`src/rtl/cpu_pkg.sv`:
```
// Shared types for the multi-cycle CPU memory path: word width, access kinds,
// and responder FSM states.
package cpu_pkg;

  localparam int unsigned WordWidth = 32;

  typedef enum logic [1:0] {
    ACC_FETCH,
    ACC_LOAD,
    ACC_STORE
  } acc_kind_e;

  typedef enum logic {
    ST_IDLE,
    ST_WAIT
  } state_e;

endpackage

```
`src/rtl/mem_array.sv`:
```
// Single-port DEPTH x 32 word store with synchronous write. No reset; contents
// start at zero. The read port is combinational and registered by the user.
module mem_array
  import cpu_pkg::*;
#(
  parameter int unsigned DEPTH = 32,
  parameter int unsigned AW    = 5
) (
  input  logic                 clk,
  input  logic                 we,
  input  logic [AW-1:0]        idx,
  input  logic [WordWidth-1:0] wdata,
  output logic [WordWidth-1:0] rdata
);

  logic [WordWidth-1:0] mem [DEPTH] = '{default: '0};

  always_ff @(posedge clk) begin
    if (we) begin
      mem[idx] <= wdata;
    end
  end

  assign rdata = mem[idx];

endmodule

```
`src/rtl/mem_responder.sv`:
```
// Serves the control unit's fetch/load/store strobes from a unified word store
// with LAT wait states, returning registered inst/rdata and a ready pulse.
module mem_responder
  import cpu_pkg::*;
#(
  parameter int unsigned DEPTH = 32,
  parameter int unsigned AW    = 5,
  parameter int unsigned LAT   = 0
) (
  input  logic                 clk,
  input  logic                 rst_n,
  input  logic                 InstRead,
  input  logic                 MemRead,
  input  logic                 MemWrite,
  input  logic [WordWidth-1:0] pc,
  input  logic [WordWidth-1:0] addr,
  input  logic [WordWidth-1:0] wdata,
  output logic [WordWidth-1:0] inst,
  output logic [WordWidth-1:0] rdata,
  output logic                 ready,
  output logic                 busy,
  output logic                 err
);

  state_e               state_q, state_d;
  logic [2:0]           cnt_q, cnt_d;
  acc_kind_e            kind_q, kind_d;
  logic [AW-1:0]        idx_q, idx_d;
  logic                 mis_q, mis_d;
  logic                 flag_q, flag_d;
  logic [WordWidth-1:0] wdata_q, wdata_d;

  logic [WordWidth-1:0] inst_q, rdata_q;
  logic                 ready_q, busy_q, err_q;

  logic                 any_strobe, multi;
  acc_kind_e            live_kind;
  logic [WordWidth-1:0] live_byte;
  logic                 live_mis;

  logic                 done;
  acc_kind_e            done_kind;
  logic [AW-1:0]        done_idx;
  logic                 done_mis, done_flag;
  logic [WordWidth-1:0] done_wdata;

  logic                 mem_we;
  logic [WordWidth-1:0] mem_rd;
  logic                 unused_upper;

  assign any_strobe = InstRead | MemRead | MemWrite;
  assign multi      = (InstRead & (MemRead | MemWrite)) | (MemRead & MemWrite);
  assign live_byte  = InstRead ? pc : addr;
  assign live_mis   = |live_byte[1:0];
  // Addresses wrap modulo DEPTH words; the upper byte-address bits are ignored.
  assign unused_upper = ^live_byte[WordWidth-1:AW+2];

  always_comb begin
    if (InstRead) begin
      live_kind = ACC_FETCH;
    end else if (MemWrite) begin
      live_kind = ACC_STORE;
    end else begin
      live_kind = ACC_LOAD;
    end
  end

  always_comb begin
    state_d    = state_q;
    cnt_d      = cnt_q;
    kind_d     = kind_q;
    idx_d      = idx_q;
    mis_d      = mis_q;
    flag_d     = flag_q;
    wdata_d    = wdata_q;
    done       = 1'b0;
    done_kind  = kind_q;
    done_idx   = idx_q;
    done_mis   = mis_q;
    done_flag  = flag_q;
    done_wdata = wdata_q;

    unique case (state_q)
      ST_IDLE: begin
        if (any_strobe) begin
          if (LAT == 0) begin
            // Zero wait states: complete on the acceptance edge from live inputs.
            done       = 1'b1;
            done_kind  = live_kind;
            done_idx   = live_byte[AW+1:2];
            done_mis   = live_mis;
            done_flag  = multi | live_mis;
            done_wdata = wdata;
          end else begin
            state_d = ST_WAIT;
            cnt_d   = 3'(LAT);
            kind_d  = live_kind;
            idx_d   = live_byte[AW+1:2];
            mis_d   = live_mis;
            flag_d  = multi | live_mis;
            wdata_d = wdata;
          end
        end
      end
      ST_WAIT: begin
        // Any strobe seen while waiting is an overrun against the in-flight access.
        flag_d    = flag_q | any_strobe;
        done_flag = flag_q | any_strobe;
        cnt_d     = cnt_q - 3'd1;
        if (cnt_q == 3'd1) begin
          done    = 1'b1;
          state_d = ST_IDLE;
        end
      end
      default: state_d = ST_IDLE;
    endcase
  end

  assign mem_we = done & (done_kind == ACC_STORE) & ~done_mis & rst_n;

  mem_array #(
    .DEPTH(DEPTH),
    .AW   (AW)
  ) u_mem_array (
    .clk  (clk),
    .we   (mem_we),
    .idx  (done_idx),
    .wdata(done_wdata),
    .rdata(mem_rd)
  );

  always_ff @(posedge clk or negedge rst_n) begin
    if (!rst_n) begin
      state_q <= ST_IDLE;
      cnt_q   <= '0;
      kind_q  <= ACC_FETCH;
      idx_q   <= '0;
      mis_q   <= 1'b0;
      flag_q  <= 1'b0;
      wdata_q <= '0;
      inst_q  <= '0;
      rdata_q <= '0;
      ready_q <= 1'b0;
      busy_q  <= 1'b0;
      err_q   <= 1'b0;
    end else begin
      state_q <= state_d;
      cnt_q   <= cnt_d;
      kind_q  <= kind_d;
      idx_q   <= idx_d;
      mis_q   <= mis_d;
      flag_q  <= flag_d;
      wdata_q <= wdata_d;
      ready_q <= done;
      err_q   <= done & done_flag;
      busy_q  <= (state_d == ST_WAIT);
      if (done && (done_kind == ACC_FETCH)) begin
        inst_q <= done_mis ? '0 : mem_rd;
      end
      if (done && (done_kind == ACC_LOAD)) begin
        rdata_q <= done_mis ? '0 : mem_rd;
      end
    end
  end

  assign inst  = inst_q;
  assign rdata = rdata_q;
  assign ready = ready_q;
  assign busy  = busy_q;
  assign err   = err_q;

endmodule
```
`config.mk`:
```
export PLATFORM = sky130hd
export DESIGN_NAME = mem_responder
export DESIGN_NICKNAME = d
export VERILOG_FILES = /design/src/rtl/cpu_pkg.sv /design/src/rtl/mem_array.sv /design/src/rtl/mem_responder.sv
export SDC_FILE = /design/constraint.sdc
export NUM_CORES = 1
export LEC_CHECK = 0
export CAP_MARGIN = 20
export CORE_MARGIN = 4
export CORE_UTILIZATION = 32
export CTS_CLUSTER_SIZE = 24
export DETAILED_ROUTE_END_ITERATION = 6
export PLACE_DENSITY_LB_ADDON = 0.2
export RECOVER_POWER = 50
export SLEW_MARGIN = 20
export SYNTH_ARGS = -nofsm -noshare
export SYNTH_HDL_FRONTEND = slang
export SYNTH_SLANG_ARGS = --single-unit
```
`constraint.sdc`:
```
create_clock -name clk -period 4.2 [get_ports clk]
set_input_delay 1.26 -clock clk [delete_from_list [all_inputs] [get_ports clk]]
set_output_delay 1.26 -clock clk [all_outputs]
set_load 0.005 [all_outputs]
```
==> impl_results.rst <==
.. list-table::
   :header-rows: 1

   * - Metric
     - Value
   * - First DRT Iteration DRCs
     - 2905
   * - Top FF cell, synth
     - edfxtp_1
   * - Die footprint
     - 0.138 sq mm
   * - Type of origin of the critical path
     - input port
   * - Fraction of power consumed by sequential logic
     - 0.492
   * - Cell count after synthesis
     - 2851
   * - Max_slew headroom
     - -0.0970
   * - Largest family of logic cells by synthesized area
     - compound AO/OA/AOI/OAI gates
   * - Detail Placement HPWL
     - 90800 um
   * - Area growth from synthesis to layout
     - 25.3%
   * - TritonCTS clock tree
     - built
   * - Final-stage net count
     - 3361
   * - Status
     - complete, but fails checks
   * - Count of flip-flops with a built-in enable after synthesis
     - 1024
   * - Placement Rows
     - 133
   * - Pin count of the biggest net entering global routing
     - 61
   * - Number of synthesized register bits
     - 1095
   * - Startpoint-to-endpoint class of the critical path
     - input port to register
   * - Synth Area in Adders
     - 0.000593
   * - Core Area
     - 0.131 sq mm
   * - Net switching fraction of the power
     - 0.232
   * - Clock network power share
     - 0.412
   * - Register area share after synthesis
     - 0.770
   * - CTS root buf
     - clkbuf_16
   * - Routed Antenna Nets
     - 0
   * - Tmin final
     - 3980 ps
   * - Asr flop ratio synth
     - 0.0648
   * - Tightest Hold Check Type
     - register to register
   * - Number of post-CTS setup repair buffers
     - 0
   * - PortBufs
     - 117
   * - Ports
     - 168
   * - Hold buffer count at CTS
     - 0
   * - Number of global-route vias before repair
     - 27433
   * - Final Cycle Share
     - 0.947
   * - Initial Utilization
     - 0.322
   * - Final wirelength
     - 143000 um
   * - Static Leak
     - 18.1 nW
   * - Synthesis warning total
     - 0
   * - Number of filler instances in the final layout
     - 11915
   * - Cell family contributing the most delay on the critical path
     - buffers and inverters
   * - Routed wire per std cell
     - 28.1 um
   * - H-Tree Level Count
     - 3
   * - CTS Sinks
     - 1095
   * - DR DRC count
     - 0
   * - Worst setup skew after layout
     - 26.3 ps
   * - Cell-internal power
     - 0.0189 W
   * - Mapped Nets
     - 2954
   * - Critical path fanouts, max
     - 7
   * - Post-synthesis simple-gate area fraction
     - 0.0964
   * - Multiplexer fraction of the synthesized cell area
     - 0.00990
   * - Antenna violations before repair
     - 1
   * - Max IR drop VDD
     - 0.367 mV
   * - First-pass DRT Iterations
     - 5
   * - Later-pin clock latency in the skew report
     - 700 ps
   * - X dimension of the die
     - 371 um
   * - Switching Power
     - 0.00573 W
   * - Crit path max-delay cell type
     - dlygate4sd3_1
   * - Final Wtd Congestion
     - 0.828
   * - Largest incremental delay on the critical path
     - 650 ps
   * - Required @ worst endpoint
     - 4820 ps
   * - Cell Area, Synth
     - 0.0422 sq mm
   * - Crit path buf inv count
     - 4
   * - Arrival time worst endpoint
     - 4600 ps
   * - Compound-Gate Fraction of Synth Area
     - 0.0982
   * - Dpl cells
     - 4900
   * - Critical path, cell by cell
     - dlygate4sd3_1 -> or3_2 -> nand2_1 -> clkbuf_4 -> clkbuf_1 -> o221ai_1 -> a32oi_1 -> a211oi_1 -> buf_4 -> o21ai_0
   * - Count of endpoints failing setup in the final report
     - 0
   * - Y dimension of the die
     - 371 um
   * - Unrepaired setup endpoints after global routing
     - false
   * - Final standard cell count with taps included and fillers excluded
     - 5109
   * - Ant. Diodes
     - 0
   * - Post-route total power
     - 0.0247 W
   * - Syn Area/Cell
     - 14.8 sq um
   * - Total count of max-transition violations in the final report
     - 116
   * - Gr usage total
     - 0.205
   * - Worst hold slack
     - 465 ps
   * - CTS resizes
     - 0
   * - Maximum clock path buffer count
     - 3
   * - Share of post-route cells with drive strength above 1
     - 0.182
   * - Combinational share of power
     - 0.096
   * - Violations in the final reports
     - capacitance limit, slew limit
   * - First-pass GRT wire length
     - 203000 um
   * - Slew @ Worst Pin
     - 1650 ps
   * - Mean number of vias per cell
     - 5.40
   * - Via count
     - 27590
   * - Total count of hold-check failures in the final report
     - 0
   * - Power density of the placed cells
     - 466 mW/mm^2
   * - Cell variety after synth
     - 73
   * - Crit end category
     - register
   * - Inserted Clock Buffers
     - 109
   * - Final global-route overflow total
     - 0
   * - Fmax
     - 251 MHz
   * - Xor/xnor share of the synthesized area
     - 0.000415
   * - Max-cap viol count
     - 3
   * - CTS clk-pin slew, worst paths
     - 70 ps
[final cells by class]
type | count | area [sq um] | share of cell area
timing repair buffer | 494 | 5360 | 0.101
sequential | 1095 | 32500 | 0.615
inverter | 11 | 41.3 | 0.000781
clock inverter | 70 | 816 | 0.0154
clock buffer | 137 | 2950 | 0.0557
tap | 1755 | 2200 | 0.0415
multi-input combinational | 1547 | 9000 | 0.170
[layout by cell type (no fill, tap or decap), types with 18 or more instances in the layout]
master and instances:
a21oi_1 43, nor2_1 60, clkinv_1 24, a31oi_1 67, clkdlybuf4s50_1 51, and3_1 36
clkbuf_1 29, a22oi_1 48, nand4_1 18, buf_4 243, o22ai_1 25, edfxtp_1 1024
mux2i_1 18, dlygate4sd3_1 65, o21ai_0 100, clkbuf_16 111, o221ai_1 155, nor2_4 33
nor3_1 46, nand2_1 539, nand3_1 160, buf_12 114, dfrtp_1 71
[cell families after synthesis]
| kind of cell | count (synthesis) |
|---|---|
| multiplexers | 35 |
| adder cells (fa/ha/maj) | 2 |
| flip-flops | 1095 |
| AO/OA/AOI/OAI | 573 |
| XOR/XNOR | 2 |
| buffers and inverters | 209 |
| AND/OR/NAND/NOR | 935 |
[path summary, 6_finish.rpt]
kind,cells past startpoint,end,start,slack [ps]
worst min register to register,1,flag_q,flag_q,470
worst min-delay path,1,flag_q,flag_q,470
min in group asynchronous,1,rdata[12],rst_n,820
worst max-delay path,10,inst[31],MemWrite,220
worst max register to register,4,u_mem_array.mem[21][16],busy,470
max in group asynchronous,2,inst[9],rst_n,1080
[synthesized netlist by cell type, types with 7 or more instances]
cell	count	area share
a211oi_1	10	0.0018
o22ai_1	25	0.0037
o31ai_1	13	0.0023
buf_2	103	0.012
or3_1	9	0.0013
a221oi_1	15	0.0031
nand4_1	18	0.0027
dfrtp_1	71	0.042
edfxtp_1	1024	0.73
buf_4	16	0.0028
mux2_2	11	0.0029
nand3_1	160	0.019
and2_1	8	0.0012
o21ai_1	7	0.00083
inv_1	11	0.00098
nor3_1	46	0.0055
o221ai_1	155	0.032
a31oi_1	67	0.0099
o2111ai_1	9	0.0019
a21oi_1	43	0.0051
o211ai_1	16	0.0028
buf_1	8	0.00071
o21ai_0	100	0.012
mux2i_1	19	0.0045
and3_1	36	0.0053
a32oi_1	14	0.0029
nand2_1	540	0.048
nor2_1	93	0.0083
clkbuf_1	65	0.0058
a22oi_1	48	0.0085
[power by group through the flow]
stage	Sequential [W]	Clock (W)	Combinational, W
floorplan	0.0123	0	0.00105
global placement	0.0123	0	0.00238
detailed placement	0.0124	0	0.00241
CTS	0.0121	0.0103	0.00242
global route	0.0121	0.0108	0.00254
finish	0.0121	0.0102	0.00237
[metal layers]
layer | vias up | global-route usage | share of wire
li1 | 11969 | - | -
met1 | 14263 | 0.277 | 0.42
met2 | 1120 | 0.337 | 0.48
met3 | 238 | 0.0286 | 0.070
met4 | 0 | 0.0733 | 0.035
met5 | - | 0 | 0
[sequential cells by signal, indices dropped and copies added, names as in the netlist]
signal,flops
cnt_q,3
inst,32
ready,1
rdata,32
flag_q,1
busy,1
err,1
u_mem_array.mem,1024
[through the flow]
step           area [sq um]  setup slack [ps]  setup TNS (ps)   util
6_report              52900               222               0  0.403
5_1_grt               52900               182               0  0.403
3_5_place_dp          49200              -368          -35520  0.375
4_1_cts               52900               404               0  0.403
2_1_floorplan         42200              -234         -237510      -
3_3_place_gp          49200              -274          -33550  0.375
(Power assumes the default switching activity.)
